[src/rtl/mult_share_pkg.sv]
// Shared types and defaults for the two-requester multiplier arbiter.
package mult_share_pkg;

    typedef enum logic [1:0] {
        IDLE    = 2'd0,
        LAUNCH  = 2'd1,
        WAIT    = 2'd2,
        RESPOND = 2'd3
    } state_t;

    localparam logic REQ0 = 1'b0;
    localparam logic REQ1 = 1'b1;

    localparam int DEF_N       = 4;
    localparam int DEF_TIMEOUT = 16;

endpackage

[src/rtl/mult_share_arbiter_rr_arbiter2.sv]
// Two-way round-robin grant: a lone requester wins outright, a tie goes to
// whichever requester was not granted last.
module rr_arbiter2
    import mult_share_pkg::*;
(
    input  logic [1:0] valid,
    input  logic       last_grant,
    output logic [1:0] grant
);

    // One-hot grant selection from the current valids and the last winner
    always_comb begin
        grant = 2'b00;
        if (valid == 2'b11) begin
            grant = (last_grant == REQ1) ? 2'b01 : 2'b10;
        end else begin
            grant = valid;
        end
    end

endmodule

[src/rtl/mult_share_arbiter.sv]
// Arbitrates two requesters onto one shared multiplier: accepts an operand
// pair, launches the multiplier with a single start pulse, waits for finish
// under a watchdog, then pulses the result back to the requester that won.
module mult_share_arbiter
    import mult_share_pkg::*;
#(
    parameter int N       = DEF_N,
    parameter int TIMEOUT = DEF_TIMEOUT
) (
    input  logic           clk,
    input  logic           reset,
    input  logic           req0_valid,
    input  logic [N-1:0]   req0_a,
    input  logic [N-1:0]   req0_b,
    output logic           req0_ready,
    input  logic           req1_valid,
    input  logic [N-1:0]   req1_a,
    input  logic [N-1:0]   req1_b,
    output logic           req1_ready,
    output logic           rsp0_valid,
    output logic           rsp1_valid,
    output logic [2*N-1:0] rsp_product,
    output logic           rsp_error,
    output logic           mul_start,
    output logic [N-1:0]   mul_a,
    output logic [N-1:0]   mul_b,
    input  logic           mul_finish,
    input  logic [2*N-1:0] mul_product,
    output logic           busy
);

    localparam int            CW       = $clog2(TIMEOUT);
    localparam logic [CW-1:0] CNT_LAST = CW'(TIMEOUT - 1);

    state_t         state;
    logic [N-1:0]   op_a;
    logic [N-1:0]   op_b;
    logic [2*N-1:0] product_q;
    logic           error_q;
    logic           owner;
    logic           last_grant;
    logic [CW-1:0]  wd_cnt;
    logic [1:0]     grant;
    logic           accept;

    rr_arbiter2 u_arb (
        .valid      ({req1_valid, req0_valid}),
        .last_grant (last_grant),
        .grant      (grant)
    );

    assign req0_ready = (state == IDLE) & grant[REQ0];
    assign req1_ready = (state == IDLE) & grant[REQ1];
    assign accept     = req0_ready | req1_ready;

    assign mul_start   = (state == LAUNCH);
    assign mul_a       = op_a;
    assign mul_b       = op_b;
    assign busy        = (state != IDLE);
    assign rsp0_valid  = (state == RESPOND) & (owner == REQ0);
    assign rsp1_valid  = (state == RESPOND) & (owner == REQ1);
    assign rsp_product = product_q;
    assign rsp_error   = error_q;

    // Sequencer: accept, launch, wait for finish or watchdog, respond
    always_ff @(posedge clk) begin
        if (reset) begin
            state      <= IDLE;
            op_a       <= '0;
            op_b       <= '0;
            product_q  <= '0;
            error_q    <= 1'b0;
            owner      <= REQ0;
            last_grant <= REQ1;
            wd_cnt     <= '0;
        end else begin
            case (state)
                IDLE: begin
                    if (accept) begin
                        op_a       <= grant[REQ1] ? req1_a : req0_a;
                        op_b       <= grant[REQ1] ? req1_b : req0_b;
                        owner      <= grant[REQ1] ? REQ1 : REQ0;
                        last_grant <= grant[REQ1] ? REQ1 : REQ0;
                        state      <= LAUNCH;
                    end
                end
                LAUNCH: begin
                    wd_cnt <= '0;
                    state  <= WAIT;
                end
                WAIT: begin
                    // finish takes priority over a watchdog expiring the same cycle
                    if (mul_finish) begin
                        product_q <= mul_product;
                        error_q   <= 1'b0;
                        state     <= RESPOND;
                    end else if (wd_cnt == CNT_LAST) begin
                        product_q <= '0;
                        error_q   <= 1'b1;
                        state     <= RESPOND;
                    end else begin
                        wd_cnt <= wd_cnt + CW'(1);
                    end
                end
                RESPOND: begin
                    state <= IDLE;
                end
                default: begin
                    state <= IDLE;
                end
            endcase
        end
    end

endmodule
[config.mk]
export PLATFORM = sky130hd
export DESIGN_NAME = mult_share_arbiter
export DESIGN_NICKNAME = d
export VERILOG_FILES = /design/src/rtl/mult_share_pkg.sv /design/src/rtl/mult_share_arbiter_rr_arbiter2.sv /design/src/rtl/mult_share_arbiter.sv
export SDC_FILE = /design/constraint.sdc
export NUM_CORES = 1
export LEC_CHECK = 0
export ABC_AREA = 1
export CAP_MARGIN = 20
export CORE_ASPECT_RATIO = 1.2
export CORE_MARGIN = 5
export CORE_UTILIZATION = 25
export DETAILED_ROUTE_END_ITERATION = 8
export PLACE_DENSITY = 0.58
export SLEW_MARGIN = 20
export SYNTH_ARGS = -nofsm -noshare
export SYNTH_HDL_FRONTEND = slang
export SYNTH_SLANG_ARGS = --single-unit
[constraint.sdc]
create_clock -name clk -period 3.14 [get_ports clk]
set_input_delay 0.942 -clock clk [delete_from_list [all_inputs] [get_ports clk]]
set_output_delay 0.942 -clock clk [all_outputs]
set_load 0.05 [all_outputs]
* After elaboration in Yosys (flattened, before gate mapping)
Cells that the tools add are included.
** Storage, ports and cells
- Memories kept :: 0
- Output and inout port bits :: 23
- Register bits after elaboration :: 25
- Bits in latches :: 0
- Input port bits :: 29
- Word-level logic and storage cells :: 48
- Bits in writable memories :: 0
- Memory bits (read-only) :: 0
** Operators by class
- Div/mod/pow operators :: 0
- Shift-type cells :: 0
- $add $sub $neg :: 1
- Bitwise operators :: 6
- Equality and inequality tests :: 9
- $lt $le $gt $ge :: 0
- Muxes and demuxes :: 16
- Reductions and logical operators :: 8
- Multiply operators :: 0
** Operators with widths (count)
- 4-bit two-way mux :: 4
- 8-bit two-way mux :: 2
- 2-bit two-way mux :: 5
- 2-bit one-hot mux with 4 select lines :: 1
- 4-bit one-hot mux with 2 select lines :: 1
- 2-bit == test (second input constant) :: 3
- 2-bit inequality test (second input constant) :: 3
- 2-bit AND reduction :: 3
- 2-bit nonzero test :: 3
- 4-bit by 1-bit adder with 4-bit output (second input constant) :: 1
- 1-bit bitwise AND :: 4
- 4-bit == test (second input constant) :: 1
- 1-bit two-way mux :: 3
- 3-bit inequality test (second input constant) :: 1
- 3-bit AND reduction :: 1
- 2-bit by 1-bit == test with 1-bit output (second input constant) :: 1
- 2-bit logical NOT :: 1
- 1-bit inverter :: 1
- 1-bit OR :: 1

* Depth between registers and ports, before layout
- Word-level depth :: 6
- Mapped depth :: 8
- Gate-level depth less buffers :: 7

* Cells and area by module
Synthesis repeated with hierarchy kept, for this count alone.
** Unflattened totals
- Cells, all modules :: 182
- Area total of the unflattened synthesis :: 1286.2 µm²
** By module, submodules not included
- mult_share_arbiter :: seq. area each 500.5 µm², instances 1, cells each 177, area an instance 1265.0 µm²
- rr_arbiter2 :: seq. area each 0.0 µm², instances 1, cells each 5, area an instance 21.3 µm²

* Worst setup path before layout
No wires, ideal clock.
- Path kind :: input-to-output
- From :: input req1_valid
- To :: output req1_ready
- Data arrival time :: 1.608 ns
- Slack :: 0.590 ns
- Cell stages on the path :: 4
- Buffers on the path :: 0
- Path through :: inv_2 a21oi_4 nand2_2 inv_1
** On the way
- Cells in the longest elaborated chain, start to end :: 3
** Ends and longest elaborated chain
- start, declared :: RTL line mult_share_arbiter.sv:16 : input logic req1_valid,
- 2-bit == test :: RTL line mult_share_arbiter_rr_arbiter2.sv:14 : if (valid == 2'b11) begin
- 2-bit two-way mux * :: RTL line mult_share_arbiter_rr_arbiter2.sv:14
- 1-bit bitwise AND * :: RTL line mult_share_arbiter.sv:53 : assign req1_ready = (state == IDLE) & grant[REQ1];
- end, declared :: RTL line mult_share_arbiter.sv:19 : output logic req1_ready,
Mark *: on every way between the ends. The rest lies on a longest branch, timed or not.

* Worst setup path after layout
- From :: input req0_valid
- To :: output req1_ready
** On the way
- Cells in the longest elaborated chain, start to end :: 3
** Ends and longest elaborated chain
- start, declared :: RTL line mult_share_arbiter.sv:12 : input logic req0_valid,
- 2-bit == test :: RTL line mult_share_arbiter_rr_arbiter2.sv:14
- 2-bit two-way mux :: RTL line mult_share_arbiter_rr_arbiter2.sv:14
- 1-bit bitwise AND :: RTL line mult_share_arbiter.sv:53
No other way between the ends.

==> run_results.csv <==
group,metric,value,unit
timing,setup-tns-final,0,ns
yosys,synth_simple_gate_area_share,26.18,%
timing,setup_viol,0,
grt,grt_pass1_wl,5.161,mm
grt,grt_pass1_vias,1149,
timing,relSlewSlack,64.39,%
yosys,synthAdderAreaFrac,6.135,%
setup_path,cp_top_family,"buffers and inverters",
cells_and_area,antenna-diode-count,0,
yosys,synthTopCellsByCount,"nand2_1, inv_1, dfxtp_1",
floorplan,io_pins,52,
cells_and_area,fin_nets,268,
floorplan,rows,28,
pwr,pwr-share-clk,13.1,%
pwr,power.total,1.418,mW
cts,clock_path_buffers,2,
timing,skew,0.002450,ns
yosys,yosysMostFrequentCell,"nand2_1",
route,ant_nets,0,
yosys,synth_top_area_share,40.90,%
cts,ctsResizeCount,0,
pwr,seq_power_share,29.9,%
cts,cts_made_buffers,3,
route,routed_wl,3.082,mm
cts,holdBufCountCts,0,
yosys,ys.flop_type,"dfxtp_1",
yosys,ys_warn_count,0,
timing,worstMarginPinSlew,0.5325,ns
yosys,synth_compound_area_share,15.64,%
yosys,synth_area,0.001224,mm²
setup_path,critical_path_arrival,1.97,ns
cells_and_area,area_delta_synth_final,53.07,%
timing,report.final.slew_viol_count,0,
yosys,synth_edf_count,0,
pwr,switching_share,46.49,%
grt,grt_usage,10.22,%
grt,grt-ovfl-total,0,
place,gp_congestion,0.7668,
pwr,power_density,756.9,mW/mm²
setup_path,worstSetupEndpointType,"output port",
floorplan,core_area,0.004835,mm²
pwr,total_leakage_power,0.7823,nW
route,route.detailed.drc,0,
floorplan,die_y,86.64,µm
cts,tritoncts,"done",
route,vias,1245,
yosys,synthArstFlopShare,0,%
setup_path,worst-setup-path-type,"primary input to output port",
floorplan,die_x,73.87,µm
setup_path,path_buf_inv,3,
status,status,"completed",
place,hpwlAfterDp,2.469,mm
pwr,max-vdd-ir-drop,0.0003000,V
hold_path,min_path_type,"register to register",
grt,antenna_found_initial,0,
floorplan,initial_utilization,25.31,%
timing,max_freq,0.3428,GHz
yosys,synth_top_family_by_area,"simple AND/OR/NAND/NOR gates",
timing,rsz0062_at_grt,"no",
yosys,synth_cells,178,
setup_path,crit_chain,"clkdlybuf4s50_1, a21oi_4, nand2_2, inv_1, buf_12",
setup_path,worstSetupStartpointType,"primary input",
pwr,internal_power,0.7586,mW
cts,cts.sinks,25,
grt,grt_max_degree,17,
place,port-buffer-count,51,
yosys,ys_types,20,
yosys,yosysTopAreaCell,"dfxtp_1",
route,wl_per_cell,10.55,µm
timing,min_period_over_period,92.89,%
setup_path,path_max_fanout,4,
timing,hold_viol,0,
setup_path,cpPeakStageDelay,0.48,ns
route,first_iter_violations,34,
cells_and_area,post_route_cells_drive_above_1_share,5.603,%
yosys,synthMuxAreaShare,0,%
timing,period_minus_slack,2.917,ns
route,drtPass1Iterations,4,
cts,h-tree-depth,1,
yosys,syn_nets,213,
route,via_per_inst,4.264,
pwr,switchingPower,0.6592,mW
setup_path,crit_slowest_cell,"clkdlybuf4s50_1",
cts,root_buffer,"clkbuf_8",
cts,clk_pin_slew_worst_paths,0.08,ns
run,drv_cap,0,
cts,clk_latency,0.26,ns
pwr,p_comb_share,57.0,%
setup_path,required,2.20,ns
floorplan,dieArea,0.006400,mm²
yosys,synth_area_per_cell,6.875,µm²
cts,post_cts_buffers,0,
yosys,synth_area_leaders,"dfxtp_1, nand2_1, inv_1",
yosys,ys_seq_area_share,40.90,%
yosys,ys_ff_latch,25,
yosys,synth-xor-area-share,0,%
## worst reg2reg max path, cell delays in order (launching register included)
cell and delay, ns:
dfxtp_1 0.38, inv_1 0.09, ha_1 0.27, nand2_1 0.33, nand2_1 0.17, nand2_1 0.09
a21oi_1 0.06
## cells in the final DEF, fill, tap and decap left out, drive strengths merged
cell type	synthesis	final
o21ai	16	16
ha	6	6
dfxtp	25	25
o211ai	1	1
a211oi	1	1
nand4	4	4
a21oi	17	17
nand2	45	45
inv	29	29
nand3	6	6
clkinv	1	1
nor2	23	23
clkbuf	2	4
buf	2	5
clkdlybuf4s50	0	49
## power by group through the flow
stage,clock [mW],combinational [mW],sequential (mW)
after floorplan,0,0.376,0.593
after global placement,0,0.814,0.432
after detailed placement,0,0.818,0.432
after CTS,0.199,0.820,0.425
after global routing,0.213,0.875,0.437
final,0.186,0.808,0.424
## path summary, 6_finish.rpt
check / startpoint / end / slack (ns) / cells after the start
hold / removal: rsp_product[4] / rsp_product[4] / 0.47 / 2
setup / recovery: req0_valid / req1_ready / 0.22 / 5
hold reg to reg: rsp_product[4] / rsp_product[4] / 0.47 / 2
setup reg to reg: state[0] / wd_cnt[2] / 1.64 / 6
## flip-flops by register name (all words and copies together), names as in the netlist
register     cells
rsp_error        1
state            2
mul_b            4
wd_cnt           4
owner            1
mul_a            4
rsp_product      8
last_grant       1
## cells by family (layout without fill, tap and decap cells)
| logic type | Yosys count | count (layout) |
|---|---|---|
| adders and majority gates | 6 | 6 |
| DFF | 25 | 25 |
| buffers and inverters | 34 | 88 |
| AOI/OAI and AO/OA | 35 | 35 |
| and+or+nand+nor | 78 | 78 |
## layout make-up
class | instances | area (µm²)
fill | 532 | 2962
multi-input combinational | 119 | 586.8
timing repair buffer | 54 | 553.0
sequential | 25 | 500.5
inverter | 30 | 112.6
tap | 60 | 75.07
clock buffer | 4 | 45.04
## per-stage QoR
step	cell area, µm²	util (%)	hold WS, ns	setup WS (ns)	instances
final	1873	38.74	0.4669	0.2232	292
after CTS	1873	38.74	0.4712	0.2168	292
after floorplan	1224	-	0.4502	0.5895	178
after detailed placement	1828	37.81	0.4563	0.2196	288
after global routing	1873	38.74	0.4895	0.1714	292
after global placement	1828	37.81	0.4523	0.2389	288
## metal layers
layer  global-route usage [%]  wire length (µm)  share of wire, %  vias up
li1                         -                 -                 -      663
met1                    11.70              1182                38      554
met2                    17.66              1677                54       24
met3                    2.088               163               5.3        4
met4                    5.107                59               1.9        0
met5                        0                 0                 0        -
No activity file was read; power rests on OpenSTA's default activity.
